`src/rtl/scarv_cop_pkg.sv`:
```
// ---------------------------------------------------------------------------
// scarv_cop_pkg
//   Shared definitions for the COP register store:
//     - default COP data width and register count
//     - byte-lane count helper
//     - init/clear FSM state encoding
// ---------------------------------------------------------------------------
package scarv_cop_pkg;

    localparam int COP_XLEN  = 32;
    localparam int COP_NREGS = 16;

    // Number of byte lanes in an xlen-bit word.
    function automatic int cop_lanes(input int xlen);
        return xlen / 8;
    endfunction

    typedef enum logic [1:0] {
        IDLE  = 2'd0,
        CLEAR = 2'd1,
        DONE  = 2'd2
    } clr_state_t;

endpackage

```
`src/rtl/scarv_cop_regfile_clr_fsm.sv`:
```
// ---------------------------------------------------------------------------
// scarv_cop_regfile_clr_fsm
//   Init/clear sequencer for the COP register file. Walks the register file
//   in groups of CLR_PER_CYC registers while init_req is held, then reports
//   completion until init_req falls. Dropping init_req mid-sequence aborts.
//
// Ports:
//   g_clk       in   clock
//   g_resetn    in   synchronous active-low reset
//   init_req    in   level request to clear all registers
//   clear_en    out  write zeros to the group starting at clear_base
//   clear_base  out  first register of the group being cleared
//   init_busy   out  clear sequence in progress
//   init_done   out  clear complete (held while init_req stays high)
//   state       out  current FSM state (observability)
// ---------------------------------------------------------------------------
module scarv_cop_regfile_clr_fsm
    import scarv_cop_pkg::*;
#(
    parameter  int NREGS       = COP_NREGS,
    parameter  int CLR_PER_CYC = 1,
    localparam int AW          = $clog2(NREGS)
) (
    input  logic          g_clk,
    input  logic          g_resetn,
    input  logic          init_req,
    output logic          clear_en,
    output logic [AW-1:0] clear_base,
    output logic          init_busy,
    output logic          init_done,
    output clr_state_t    state
);

    localparam int NGRP  = NREGS / CLR_PER_CYC;
    localparam int CW    = (NGRP > 1) ? $clog2(NGRP) : 1;
    localparam int SHIFT = $clog2(CLR_PER_CYC);

    clr_state_t    state_nxt;
    logic [CW-1:0] cnt;
    logic [CW-1:0] cnt_nxt;
    logic          last_grp;

    assign last_grp = (cnt == CW'(NGRP - 1));

    always_ff @(posedge g_clk) begin
        if (!g_resetn) begin
            state <= IDLE;
            cnt   <= '0;
        end else begin
            state <= state_nxt;
            cnt   <= cnt_nxt;
        end
    end

    always_comb begin
        state_nxt = state;
        cnt_nxt   = cnt;
        case (state)
            IDLE: begin
                if (init_req) begin
                    state_nxt = CLEAR;
                    cnt_nxt   = '0;
                end
            end
            CLEAR: begin
                if (!init_req) begin
                    // Abort: already-cleared groups stay cleared.
                    state_nxt = IDLE;
                    cnt_nxt   = '0;
                end else if (last_grp) begin
                    state_nxt = DONE;
                    cnt_nxt   = '0;
                end else begin
                    cnt_nxt   = cnt + 1'b1;
                end
            end
            DONE: begin
                if (!init_req) begin
                    state_nxt = IDLE;
                end
            end
            default: begin
                state_nxt = IDLE;
                cnt_nxt   = '0;
            end
        endcase
    end

    // Outputs are qualified by g_resetn so a reset landing mid-clear stops
    // the clear in that very cycle and reopens the write port immediately.
    assign clear_en   = g_resetn && (state == CLEAR) && init_req;
    assign init_busy  = g_resetn && (state == CLEAR);
    assign init_done  = g_resetn && (state == DONE);
    assign clear_base = AW'(32'(cnt) << SHIFT);

endmodule

```
`src/rtl/scarv_cop_regfile.sv`:
```
// ---------------------------------------------------------------------------
// scarv_cop_regfile
//   Parametrised COP general-purpose register file: NRD combinational read
//   ports, one byte-lane-masked write port, optional write-to-read bypass and
//   a bulk clear sequence driven by init_req.
//
// Ports:
//   g_clk      in   clock
//   g_resetn   in   synchronous active-low reset (storage is not reset)
//   g_clk_req  out  clock request
//   init_req   in   level request to clear all registers to zero
//   init_busy  out  clear in progress
//   init_done  out  clear complete, held while init_req high
//   rd_ren     in   per-port read enable
//   rd_addr    in   per-port address, port i at [i*AW +: AW]
//   rd_rdata   out  per-port data, port i at [i*XLEN +: XLEN]; 0 when disabled
//   wr_wen     in   byte-lane write enables
//   wr_addr    in   write address
//   wr_wdata   in   write data
//   wr_ready   out  write port open
//
// Write handshake: a lane is written at the rising edge when wr_wen[b] and
// wr_ready are both high in that cycle. wr_wen is not a request that waits:
// lanes presented while wr_ready is low are dropped, so the producer holds
// the write until it sees wr_ready high.
// ---------------------------------------------------------------------------
module scarv_cop_regfile
    import scarv_cop_pkg::*;
#(
    parameter  int XLEN        = COP_XLEN,
    parameter  int NREGS       = COP_NREGS,
    parameter  int NRD         = 3,
    parameter  int BYPASS      = 1,
    parameter  int CLR_PER_CYC = 1,
    localparam int AW          = $clog2(NREGS)
) (
    input  logic                g_clk,
    input  logic                g_resetn,
    output logic                g_clk_req,
    input  logic                init_req,
    output logic                init_busy,
    output logic                init_done,
    input  logic [NRD-1:0]      rd_ren,
    input  logic [NRD*AW-1:0]   rd_addr,
    output logic [NRD*XLEN-1:0] rd_rdata,
    input  logic [XLEN/8-1:0]   wr_wen,
    input  logic [AW-1:0]       wr_addr,
    input  logic [XLEN-1:0]     wr_wdata,
    output logic                wr_ready
);

    localparam int NLANES = cop_lanes(XLEN);
    // Clears are group aligned: masking off the low bits of a register index
    // gives the base of the group it belongs to.
    localparam logic [AW-1:0] GRP_MASK = ~(AW'(CLR_PER_CYC - 1));

    logic [XLEN-1:0] regs [NREGS];
    logic            clear_en;
    logic [AW-1:0]   clear_base;
    clr_state_t      clr_state;

    scarv_cop_regfile_clr_fsm #(
        .NREGS       (NREGS),
        .CLR_PER_CYC (CLR_PER_CYC)
    ) u_clr_fsm (
        .g_clk      (g_clk),
        .g_resetn   (g_resetn),
        .init_req   (init_req),
        .clear_en   (clear_en),
        .clear_base (clear_base),
        .init_busy  (init_busy),
        .init_done  (init_done),
        .state      (clr_state)
    );

    // Write port is closed exactly while the clear sequence owns storage.
    assign wr_ready  = !(g_resetn && (clr_state == CLEAR));

    assign g_clk_req = (|wr_wen) | init_req | init_busy | init_done;

    // Storage. Clearing and normal writes never coincide because wr_ready is
    // low whenever clear_en can be high.
    always_ff @(posedge g_clk) begin
        for (int r = 0; r < NREGS; r++) begin
            if (clear_en && ((AW'(r) & GRP_MASK) == clear_base)) begin
                regs[r] <= '0;
            end else if (wr_ready && (wr_addr == AW'(r))) begin
                for (int b = 0; b < NLANES; b++) begin
                    if (wr_wen[b]) begin
                        regs[r][b*8 +: 8] <= wr_wdata[b*8 +: 8];
                    end
                end
            end
        end
    end

    // Read ports, with per-lane forwarding of the write being accepted this
    // cycle when bypass is enabled.
    always_comb begin
        rd_rdata = '0;
        for (int i = 0; i < NRD; i++) begin
            if (rd_ren[i]) begin
                rd_rdata[i*XLEN +: XLEN] = regs[rd_addr[i*AW +: AW]];
                if ((BYPASS != 0) && wr_ready && (rd_addr[i*AW +: AW] == wr_addr)) begin
                    for (int b = 0; b < NLANES; b++) begin
                        if (wr_wen[b]) begin
                            rd_rdata[i*XLEN + b*8 +: 8] = wr_wdata[b*8 +: 8];
                        end
                    end
                end
            end
        end
    end

endmodule

```
`config.mk`:
```
export PLATFORM = sky130hd
export DESIGN_NAME = scarv_cop_regfile
export DESIGN_NICKNAME = d
export VERILOG_FILES = /design/src/rtl/scarv_cop_pkg.sv /design/src/rtl/scarv_cop_regfile_clr_fsm.sv /design/src/rtl/scarv_cop_regfile.sv
export SDC_FILE = /design/constraint.sdc
export NUM_CORES = 1
export LEC_CHECK = 0
export BUFFER_PORTS_ARGS = -buffer_cell sky130_fd_sc_hd__buf_2
export CELL_PAD_IN_SITES_DETAIL_PLACEMENT = 1
export CELL_PAD_IN_SITES_GLOBAL_PLACEMENT = 1
export CORE_ASPECT_RATIO = 0.5
export CORE_UTILIZATION = 29
export DETAILED_ROUTE_END_ITERATION = 10
export PLACE_DENSITY_LB_ADDON = 0.1
export SYNTH_ARGS = -nofsm -noshare
export SYNTH_HDL_FRONTEND = slang
export SYNTH_SLANG_ARGS = --single-unit
```
`constraint.sdc`:
```
create_clock -name g_clk -period 6.55 [get_ports g_clk]
set_input_delay 0.655 -clock g_clk [delete_from_list [all_inputs] [get_ports g_clk]]
set_output_delay 0.655 -clock g_clk [all_outputs]
set_load 0.05 [all_outputs]
```
Yosys cells after proc, flatten, opt, wreduce, memory -nomap -nowiden
Memory sizes are Yosys's and may differ from the RTL's.
Index checks and enable logic that the tools add are counted.

storage, ports and cells
  flip-flop bits (word level) = 6
  memories kept = 1
  word-level logic and storage cells = 535
  bits in writable memories = 512
  bits of input ports = 58
  output and inout bits = 100

memory list
  name  depth  width  read ports  clocked after memory_dff  write ports  RTL line                 source
  regs  16     32     3           0                         1            scarv_cop_regfile.sv:57  logic [XLEN-1:0] regs [NREGS];

cells by class
  bitwise logic cells = 68
  reductions and logical operators = 60
  add/sub/neg operators = 1
  equality and inequality tests = 39
  multiplexer cells = 364

operators with widths
  cell                   count
  $mux W32               21
  $mux W8                76
  $reduce_or A32 Y1      15
  $mux W1                228
  $mux W4                33
  $or A1 B1 Y1           67
  $logic_and A1 B1 Y1    38
  $eq A4 B4 Y1 const B   9
  $eq A4 B4 Y1 const A   8
  $eq A3 B4 Y1 const A   4
  $eq A4 B3 Y1 const B   4
  $eq A4 B4 Y1           3
  $pmux W4 S3            1
  $eq A2 B4 Y1 const A   2
  $eq A4 B2 Y1 const B   2
  $logic_not A4 Y1       2
  $mux W2                4
  $pmux W2 S3            1
  $add A4 B1 Y4 const B  1
  $eq A1 B4 Y1 const A   1
  $eq A4 B1 Y1 const B   1
  $ne A2 B2 Y1 const B   2
  $reduce_or A4 Y1       1
  $ne A3 B2 Y1 const B   1
  other kinds (7)        7

Depth between registers and ports, before layout
Gate-level depths: netlist (run 1).

  depth in word-level cells = 24
  mapped depth = 8
  gate-level depth less buffers = 5

Modules after synthesis
Synthesis (run 1) repeated with hierarchy kept, for this count alone.

second synthesis, totals
  cells, all modules = 2327
  area, all modules = 33829.9 um2

by module, submodules not included
  module                     seq. area each (um2)  area an instance (um2)  times used  cells each
  scarv_cop_regfile          15374.7               33484.6                 1           2294
  scarv_cop_regfile_clr_fsm  120.1                 345.3                   1           33

Worst setup path before layout (run 1)
Ideal clock, no wire load.

  kind = in2out
  start point = in rd_addr[9]
  end point = out rd_rdata[71]
  stages = 7
  arrival time = 2.461 ns
  path slack = 3.434 ns
  path buffers = 3
  data required time = 5.895 ns
  cell sequence = buf_4 -> buf_4 -> buf_4 -> nor2b_1 -> a22oi_1 -> and3_1 -> o2bb2ai_1

on the way
  word-level cells in the longest chain between the ends = 4
  elaborated cells between the ends (all ways) = 6
  those cells by class = 1 x eq/ne; 3 x mux; 1 x reduce/logical; 1 x memory

ends and longest elaborated chain
  item                                                    RTL line                                            source
  start, declared                                         scarv_cop_regfile.sv:44                             input logic [NRD*AW-1:0] rd_addr,
  $mem_v2 Z16 W32 / $eq A4 B4 Y1 (equally long branches)  n/a
  $mux W8 / $logic_and A1 B1 Y1 (equally long branches)   scarv_cop_regfile.sv:106, scarv_cop_regfile.sv:104
  $mux W32 (*)                                            scarv_cop_regfile.sv:104                            if ((BYPASS != 0) && wr_ready && (rd_addr[i*AW +: AW] == wr_addr)) begin
  $mux W32 (*)                                            scarv_cop_regfile.sv:102                            if (rd_ren[i]) begin
  end, declared                                           scarv_cop_regfile.sv:45                             output logic [NRD*XLEN-1:0] rd_rdata,

Mark *: on every way between the ends. The rest lies on a longest branch, timed or not.

Final worst setup path (run 1)
  start point = in rd_addr[10]
  end point = out rd_rdata[78]

The elaborated chain is that of the path after synthesis.

==> results of run 1 <==
-- layer usage --
layer / track usage / wire length, um
met5: 0 / 7
met4: 0.0538 / 2930
met3: 0.0349 / 8510
met2: 0.366 / 63300
met1: 0.345 / 63800
-- state kept, by name, summed over array words and instances (netlist names) --
name                  count
regs                    512
u_clr_fsm.state           2
u_clr_fsm.clear_base      4
-- critical path, delay by kind of cell --
family | cells | cell delay (ps)
xor+xnor | 1 | 210
simple gates | 2 | 1460
compound gates | 1 | 270
buf+inv | 2 | 900
-- final timing paths --
kind	from	slack (ps)	to	depth (start not counted)
min reg2reg	u_clr_fsm.state[1]$_SDFFE_PN0P_	510	u_clr_fsm.state[0]$_SDFFE_PN0P_	1
max reg2reg	u_clr_fsm.state[1]$_SDFFE_PN0P_	3360	regs[3][21]$_SDFFCE_PN0P_	6
max	rd_addr[10]	2330	rd_rdata[78]	6
min	init_req	350	u_clr_fsm.state[1]$_SDFFE_PN0P_	3
-- power breakdown --
| group | internal, uW | switching, uW |
|---|---|---|
| Combinational | 266 | 615 |
| Clock | 1700 | 1440 |
| Sequential | 3610 | 5.28 |
| Total | 5580 | 2060 |
-- final cells by class --
type,instances,share of cell area
clock inverter,24,0.00485
sequential,518,0.412
timing repair buffer,250,0.0429
antenna,11,0.000731
multi-input combinational,1601,0.449
tap,1513,0.0503
clock buffer,73,0.0395
inverter,6,0.000598
-- cell families (layout without fill, tap and decap cells) --
logic type               after synthesis  count (layout)  synth area share
AND/OR/NAND/NOR                      721             721             0.130
multiplexers                         573             573             0.308
flip-flops                           518             518             0.464
AO/OA/AOI/OAI                        290             290            0.0619
buffers and inverters                192             353            0.0313
XOR/XNOR                              13              13           0.00363
adder cells (fa/ha/maj)                4               4           0.00150
other                                  0              11                 0
-- per-stage QoR --
stage / setup slack (ps) / area (um2) / util / total power, uW
after global placement: 2150 / 35900 / 0.317 / 4580
final: 2330 / 37600 / 0.332 / 7640
after CTS: 2330 / 37600 / 0.332 / 7710
after global routing: 2220 / 37600 / 0.332 / 7850
after floorplan: 3430 / 33400 / - / 4250
after detailed placement: 2330 / 35900 / 0.317 / 4580
-- cells in the final DEF (no fill, tap or decap), types with 24 or more instances in the layout --
master	instances
sky130_fd_sc_hd__nand3_1	30
sky130_fd_sc_hd__a21oi_1	44
sky130_fd_sc_hd__and2_1	519
sky130_fd_sc_hd__a22oi_1	26
sky130_fd_sc_hd__mux4_2	363
sky130_fd_sc_hd__clkbuf_16	57
sky130_fd_sc_hd__nor2_1	59
sky130_fd_sc_hd__a22o_1	93
sky130_fd_sc_hd__o21ai_1	36
sky130_fd_sc_hd__mux2i_1	210
sky130_fd_sc_hd__o21ai_0	25
sky130_fd_sc_hd__o2bb2ai_1	24
sky130_fd_sc_hd__buf_4	89
sky130_fd_sc_hd__buf_2	147
sky130_fd_sc_hd__edfxtp_1	512
sky130_fd_sc_hd__nand2_1	50
==> results_tabular.tex, run 1 <==
\begin{tabular}{lr}
\hline
Metric & Value \\
\hline
\multicolumn{2}{l}{\textbf{Worst setup path}} \\
CP Launch Type & input port \\
Path type of the worst setup path & input port to output pin \\
Critical Path Sink Type & output pin \\
Worst endpoint required time & approximately 5900 ps \\
Arrival time at the worst endpoint & 3560 ps \\
Crit Path Max Fanout & 54 \\
Slowest cell delay on critical path & between 1000 and 1500 ps \\
Critical path's slowest cell & sky130\_fd\_sc\_hd\_\_nor3\_2 \\
Critical path, cell by cell & buf\_6 > xnor2\_1 > nand4\_2 > nor3\_2 > o2bb2ai\_1 > buf\_2 \\
\multicolumn{2}{l}{\textbf{Clock network}} \\
CTS buffer count & 56 \\
Clock transition at path regs & roughly 60 ps \\
Clock tree buffer depth & 3 \\
H-Tree Depth & 2 \\
Clock root cell & sky130\_fd\_sc\_hd\_\_clkbuf\_16 \\
Clk sinks & just over 500 \\
Hold buffer count at CTS & 0 \\
Post-CTS setup buffer count & 0 \\
Clock tree from TritonCTS & done \\
Clock latency on the worst-skew pair & roughly 650 ps \\
Number of resized instances in the post-cts repair step & 0 \\
\multicolumn{2}{l}{\textbf{Logic synthesis}} \\
Share of flip-flops with an asynchronous set or reset & 0 \\
Most instantiated cells after synthesis & sky130\_fd\_sc\_hd\_\_and2\_1, sky130\_fd\_sc\_hd\_\_edfxtp\_1, sky130\_fd\_sc\_hd\_\_mux4\_2, sky130\_fd\_sc\_hd\_\_mux2i\_1, sky130\_fd\_sc\_hd\_\_a22o\_1 \\
Count of flip-flops with a built-in enable after synthesis & around 500 \\
Register area share after synthesis & 0.464 \\
Leading cell types by total area after synthesis & sky130\_fd\_sc\_hd\_\_edfxtp\_1, sky130\_fd\_sc\_hd\_\_mux4\_2, sky130\_fd\_sc\_hd\_\_and2\_1 \\
Ys flop type & sky130\_fd\_sc\_hd\_\_edfxtp\_1 \\
Syn Area/Cell & around 14 um2 \\
Number of cells produced by synthesis & about 2300 \\
Area share of the largest cell type after synthesis & 0.460 \\
Syn Nets & around 2400 \\
Number of library cell types mapped by synthesis & 45 \\
Cell with the most instances after synthesis & sky130\_fd\_sc\_hd\_\_and2\_1 \\
Synth Warn \# & 0 \\
Number of register bits inferred by synthesis & between 500 and 600 \\
Area of the mapped netlist & roughly 0.033 mm2 \\
Library cell with the largest summed area after synthesis & sky130\_fd\_sc\_hd\_\_edfxtp\_1 \\
\multicolumn{2}{l}{\textbf{Routing}} \\
Via count & between 20000 and 25000 \\
Per-cell via count in the routed design & 5.73 \\
DRC violation total after the first TritonRoute iteration & about 2100 \\
Detailed-route wire length per cell & 34.7 um \\
Detail Route Antenna Nets & 0 \\
Final WL & 139000 um \\
Detailed Routing Iterations Pass 1 & 5 \\
Final routed DRC violation total & 0 \\
\multicolumn{2}{l}{\textbf{Floorplan}} \\
Std-Cell Core Area & 0.113 mm2 \\
Vert. Die Dim & between 200 and 250 um \\
Floorplan die area & 0.117 mm2 \\
Initial Utilization & 0.295 \\
Floorplan die width & 482 um \\
Cell row count & 87 \\
Top Ports & $\sim$160 \\
\multicolumn{2}{l}{\textbf{Flow run}} \\
Reported max-cap violation count & 0 \\
\multicolumn{2}{l}{\textbf{STA}} \\
Fin Setup TNS & 0 ps \\
Worst rel slew slack & 0.119 \\
Final Max Tran Viols & 0 \\
Setup repair after global routing missed its margin & no \\
Hold violation count in the final report & 0 \\
Highest clock rate & 237 MHz \\
Slew @ Worst Pin & about 1300 ps \\
Final setup violation count & 0 \\
Clock tree skew after final layout & $\sim$12 ps \\
Worst hold-check slack & $\sim$350 ps \\
Fin crit share & 0.644 \\
Final critical delay including setup and external delays & 4220 ps \\
\multicolumn{2}{l}{\textbf{Global routing}} \\
First-pass GRT wire length & 193000 um \\
Antenna violations before repair & 19 \\
Global Route Usage Sum & 0.236 \\
Vias in the first global route & between 20000 and 25000 \\
Maximum number of pins on one net before global-route repair & between 70 and 80 \\
Sum of overflow across all layers after global routing & 0 \\
\multicolumn{2}{l}{\textbf{Placement}} \\
I/O Buffers & around 160 \\
Gpl congestion & between 0.8 and 0.9 \\
Detailed placement HPWL & 92300 um \\
Cell total after placement & between 3000 and 4000 \\
\multicolumn{2}{l}{\textbf{Layout}} \\
Cell Count, Final, Fillers Out & between 3000 and 4000 \\
Sequential cell area & roughly 0.015 mm2 \\
Multi-input gate area in the final layout & around 0.017 mm2 \\
Final net count & 2495 \\
Fill cell total of the finished layout & approximately 12000 \\
Fraction of final layout cells sized beyond drive strength 1 & 0.294 \\
Area growth syn-to-layout & 12.6\% \\
\multicolumn{2}{l}{\textbf{Power}} \\
Power density over cell area & 203 mW/mm2 \\
Reported leakage power & $\sim$0.014 uW \\
Max IR drop VDD & $\sim$0.00020 V \\
\multicolumn{2}{l}{\textbf{Worst hold path}} \\
Type of the worst min-delay path & input port to flip-flop \\
\multicolumn{2}{l}{\textbf{Status}} \\
Outcome & finished clean \\
\hline
\end{tabular}
Power figures use the tool's default switching activity.
==> inputs of run 2 (changes only) <==
Settings changed: ABC_AREA set to 1.
Clock period 6.55 ns to 4.35 ns, I/O delays scaled along.
==> results_tabular.tex, run 2 <==
\begin{tabular}{lr}
\hline
Metric & Value \\
\hline
\multicolumn{2}{l}{\textbf{Status}} \\
Outcome & finished clean \\
\multicolumn{2}{l}{\textbf{Power}} \\
Cell Int Power & 8810 uW (+58\%) \\
Portion of total power attributed to the clock network & 0.379 (-0.032) \\
Sw Pwr & 4400 uW (+110\%) \\
Power share of the sequential group & 0.416 (-0.057) \\
Switch share & 0.333 (+0.0630) \\
Power density over cell area & 318 mW/mm2 (+57\%) \\
Reported leakage power & 0.0195 uW (+38\%) \\
Combinational share of power & 0.205 (+0.090) \\
Max IR drop VDD & 0.000287 V (+43\%) \\
\multicolumn{2}{l}{\textbf{Global routing}} \\
Sum of overflow across all layers after global routing & 0 (unchanged) \\
Antenna violations before repair & 12 (-7) \\
Vias in the first global route & 39200 (+68\%) \\
Global Route Usage Sum & 0.303 (+0.0669) \\
First-pass GRT wire length & 283000 um (+47\%) \\
Maximum number of pins on one net before global-route repair & 134 (+84\%) \\
\multicolumn{2}{l}{\textbf{STA}} \\
Highest clock rate & about 270 MHz \\
Final Max Tran Viols & 0 (unchanged) \\
Slew @ Worst Pin & 1100 ps (-219 ps) \\
Fin Setup TNS & 0 ps (unchanged) \\
Hold violation count in the final report & 0 (unchanged) \\
Setup repair after global routing missed its margin & no \\
Worst rel slew slack & 0.263 (+0.145) \\
Final setup violation count & 0 (unchanged) \\
Fin crit share & 0.861 \\
Final critical delay including setup and external delays & roughly 3700 ps \\
Worst hold-check slack & 79.9 ps (-272 ps) \\
Clock tree skew after final layout & 21.5 ps (+9.08 ps) \\
\multicolumn{2}{l}{\textbf{Logic synthesis}} \\
Register area share after synthesis & 0.417 (-0.0469) \\
Synth Warn \# & 0 (unchanged) \\
Share of flip-flops with an asynchronous set or reset & 0 (unchanged) \\
Syn Nets & 5615 (+140\%) \\
Number of library cell types mapped by synthesis & 37 (-18\%) \\
Cell with the most instances after synthesis & sky130\_fd\_sc\_hd\_\_nand2\_1 \\
Area of the mapped netlist & 0.0372 mm2 (+11\%) \\
Most instantiated cells after synthesis & sky130\_fd\_sc\_hd\_\_nand2\_1, sky130\_fd\_sc\_hd\_\_nand3\_1, sky130\_fd\_sc\_hd\_\_inv\_1, sky130\_fd\_sc\_hd\_\_nor2\_1, sky130\_fd\_sc\_hd\_\_edfxtp\_1 \\
Number of cells produced by synthesis & 5553 (+140\%) \\
Number of register bits inferred by synthesis & 518 (unchanged) \\
Library cell with the largest summed area after synthesis & sky130\_fd\_sc\_hd\_\_edfxtp\_1 \\
Syn Area/Cell & 6.70 um2 (-54\%) \\
Area share of the largest cell type after synthesis & 0.414 (-0.0466) \\
Count of flip-flops with a built-in enable after synthesis & 512 (unchanged) \\
Ys flop type & sky130\_fd\_sc\_hd\_\_edfxtp\_1 \\
Leading cell types by total area after synthesis & sky130\_fd\_sc\_hd\_\_edfxtp\_1, sky130\_fd\_sc\_hd\_\_nand2\_1, sky130\_fd\_sc\_hd\_\_nand3\_1 \\
\multicolumn{2}{l}{\textbf{Clock network}} \\
Post-CTS setup buffer count & 0 (unchanged) \\
Clock latency on the worst-skew pair & 680 ps (+30 ps) \\
Clock transition at path regs & 60 ps (about the same) \\
CTS buffer count & 57 (+1.8\%) \\
Hold buffer count at CTS & 0 (unchanged) \\
Number of resized instances in the post-cts repair step & 0 (unchanged) \\
H-Tree Depth & 2 (unchanged) \\
Clock tree buffer depth & 3 (unchanged) \\
Clock root cell & sky130\_fd\_sc\_hd\_\_clkbuf\_16 \\
Clock tree from TritonCTS & done \\
Clk sinks & 518 (unchanged) \\
\multicolumn{2}{l}{\textbf{Worst setup path}} \\
Slowest cell delay on critical path & 560 ps (-570 ps) \\
Crit path top cell by count & sky130\_fd\_sc\_hd\_\_nor2\_4 \\
Critical path, cell by cell & inv\_2 > nor2\_4 > nand2\_4 > nand3\_2 > nor2\_4 > and2\_2 > buf\_4 > nand2\_1 > a21oi\_1 > buf\_12 \\
CP Launch Type & flip-flop \\
Critical Path Sink Type & output pin \\
Kind of cell adding the most delay to the critical path & simple AND/OR/NAND/NOR gates \\
Crit Path Max Fanout & 11 (-80\%) \\
Arrival time at the worst endpoint & 3310 ps (-250 ps) \\
Number of buffers and inverters on the critical path & 3 (+1) \\
Critical path's slowest cell & sky130\_fd\_sc\_hd\_\_and2\_2 \\
Path type of the worst setup path & flip-flop to output pin \\
Worst endpoint required time & 3910 ps (-1980 ps) \\
\multicolumn{2}{l}{\textbf{Floorplan}} \\
Vert. Die Dim & 255 um (+5.4\%) \\
Std-Cell Core Area & 0.127 mm2 (+12\%) \\
Floorplan die width & 508 um (+5.5\%) \\
Top Ports & 158 (unchanged) \\
Floorplan die area & 0.130 mm2 (+11\%) \\
Initial Utilization & 0.294 (-0.000720) \\
Cell row count & 92 (+5.7\%) \\
\multicolumn{2}{l}{\textbf{Layout}} \\
Multi-input gate area in the final layout & 0.0176 mm2 (+3.8\%) \\
Register containing the most flip-flops in the final layout & regs \\
Top library cells by usage in the layout, fill and taps aside & sky130\_fd\_sc\_hd\_\_nand2\_1, sky130\_fd\_sc\_hd\_\_nand3\_1, sky130\_fd\_sc\_hd\_\_inv\_1 \\
Final core utilization & 0.329 (-0.00330) \\
Fraction of final layout cells sized beyond drive strength 1 & 0.0901 (-0.204) \\
Fill cell total of the finished layout & 15800 (+33\%) \\
Area growth syn-to-layout & 11.8\% \\
Most common cell after layout, fill and taps aside & sky130\_fd\_sc\_hd\_\_nand2\_1 \\
Final net count & 5561 (+120\%) \\
Sequential cell area & 0.0155 mm2 (unchanged) \\
Number of flip-flops under the largest register name & 512 (unchanged) \\
\multicolumn{2}{l}{\textbf{Routing}} \\
Per-cell via count in the routed design & 5.48 (-4.3\%) \\
Detailed-route wire length per cell & 27.6 um (-20\%) \\
Final WL & 200000 um (+44\%) \\
Detail Route Antenna Nets & 0 (unchanged) \\
Detailed Routing Iterations Pass 1 & 5 (unchanged) \\
Via count & 39700 (+73\%) \\
DRC violation total after the first TritonRoute iteration & 4558 (+120\%) \\
Final routed DRC violation total & 0 (unchanged) \\
\multicolumn{2}{l}{\textbf{Worst hold path}} \\
Type of the worst min-delay path & input port to flip-flop \\
\multicolumn{2}{l}{\textbf{Placement}} \\
I/O Buffers & 157 (unchanged) \\
Gpl congestion & 0.874 (+5.8\%) \\
Detailed placement HPWL & 129000 um (+39\%) \\
\multicolumn{2}{l}{\textbf{Flow run}} \\
Reported max-cap violation count & 0 (unchanged) \\
\hline
\end{tabular}
[run 2: cell type report]
cell class              count  share of cell area
repair buffers            273              0.0542
diodes                      5            0.000301
inverters                 613              0.0564
well taps                1692              0.0509
clock buffers              65              0.0350
multi-input cells        4036               0.423
flip-flops and latches    518               0.373
clock inverters            36             0.00762
[run 2: path summary, 6_finish.rpt]
| kind | start | end | slack, ps | cells after the start |
|---|---|---|---|---|
| worst max-delay path | u_clr_fsm.state[0]$_SDFFE_PN0P_ | rd_rdata[71] | 600 | 10 |
| worst min-delay path | init_req | u_clr_fsm.state[0]$_SDFFE_PN0P_ | 80 | 3 |
| worst min register to register | u_clr_fsm.state[0]$_SDFFE_PN0P_ | u_clr_fsm.state[0]$_SDFFE_PN0P_ | 530 | 1 |
| worst max register to register | u_clr_fsm.state[0]$_SDFFE_PN0P_ | regs[9][12]$_SDFFCE_PN0P_ | 1030 | 8 |
[run 2: worst register-to-register path, cell delays in order (launching register included)]
cell,delay [ps]
sky130_fd_sc_hd__dfxtp_1,390
sky130_fd_sc_hd__inv_2,70
sky130_fd_sc_hd__nor2_4,110
sky130_fd_sc_hd__nand2_4,190
sky130_fd_sc_hd__nor2_4,230
sky130_fd_sc_hd__inv_1,110
sky130_fd_sc_hd__nor2_1,520
sky130_fd_sc_hd__nand2_1,640
sky130_fd_sc_hd__nand2_1,680
[run 2: cell families after synthesis]
kind of cell | count (synthesis) | synth area share
adder cells (fa/ha/maj) | 4 | 0.00135
flip-flops | 518 | 0.417
buffers and inverters | 999 | 0.111
XOR/XNOR | 7 | 0.00165
AND/OR/NAND/NOR | 3876 | 0.443
AO/OA/AOI/OAI | 149 | 0.0258
[run 2: stage by stage]
step	total power (uW)	area, um2	setup slack (ps)	std cells
floorplan	7220	37200	1750	5553
global placement	8240	39800	989	7132
detailed placement	8260	39800	969	7132
CTS	13200	41500	660	7233
global route	13600	41600	518	7237
finish	13200	41600	603	7238
[run 2: power by group through the flow]
stage | combinational, uW | clock (uW) | sequential, uW
CTS | 2670 | 5070 | 5490
floorplan | 1630 | 0 | 5590
finish | 2710 | 5010 | 5490
global route | 2860 | 5210 | 5490
detailed placement | 2660 | 0 | 5600
global placement | 2640 | 0 | 5600
[run 2: layer usage]
layer,track usage,share of wire,vias to the layer above
met5,0,0.00032,-
met4,0.100,0.034,6
met3,0.0740,0.090,341
met2,0.449,0.42,1656
met1,0.427,0.46,20000
li1,-,-,17700
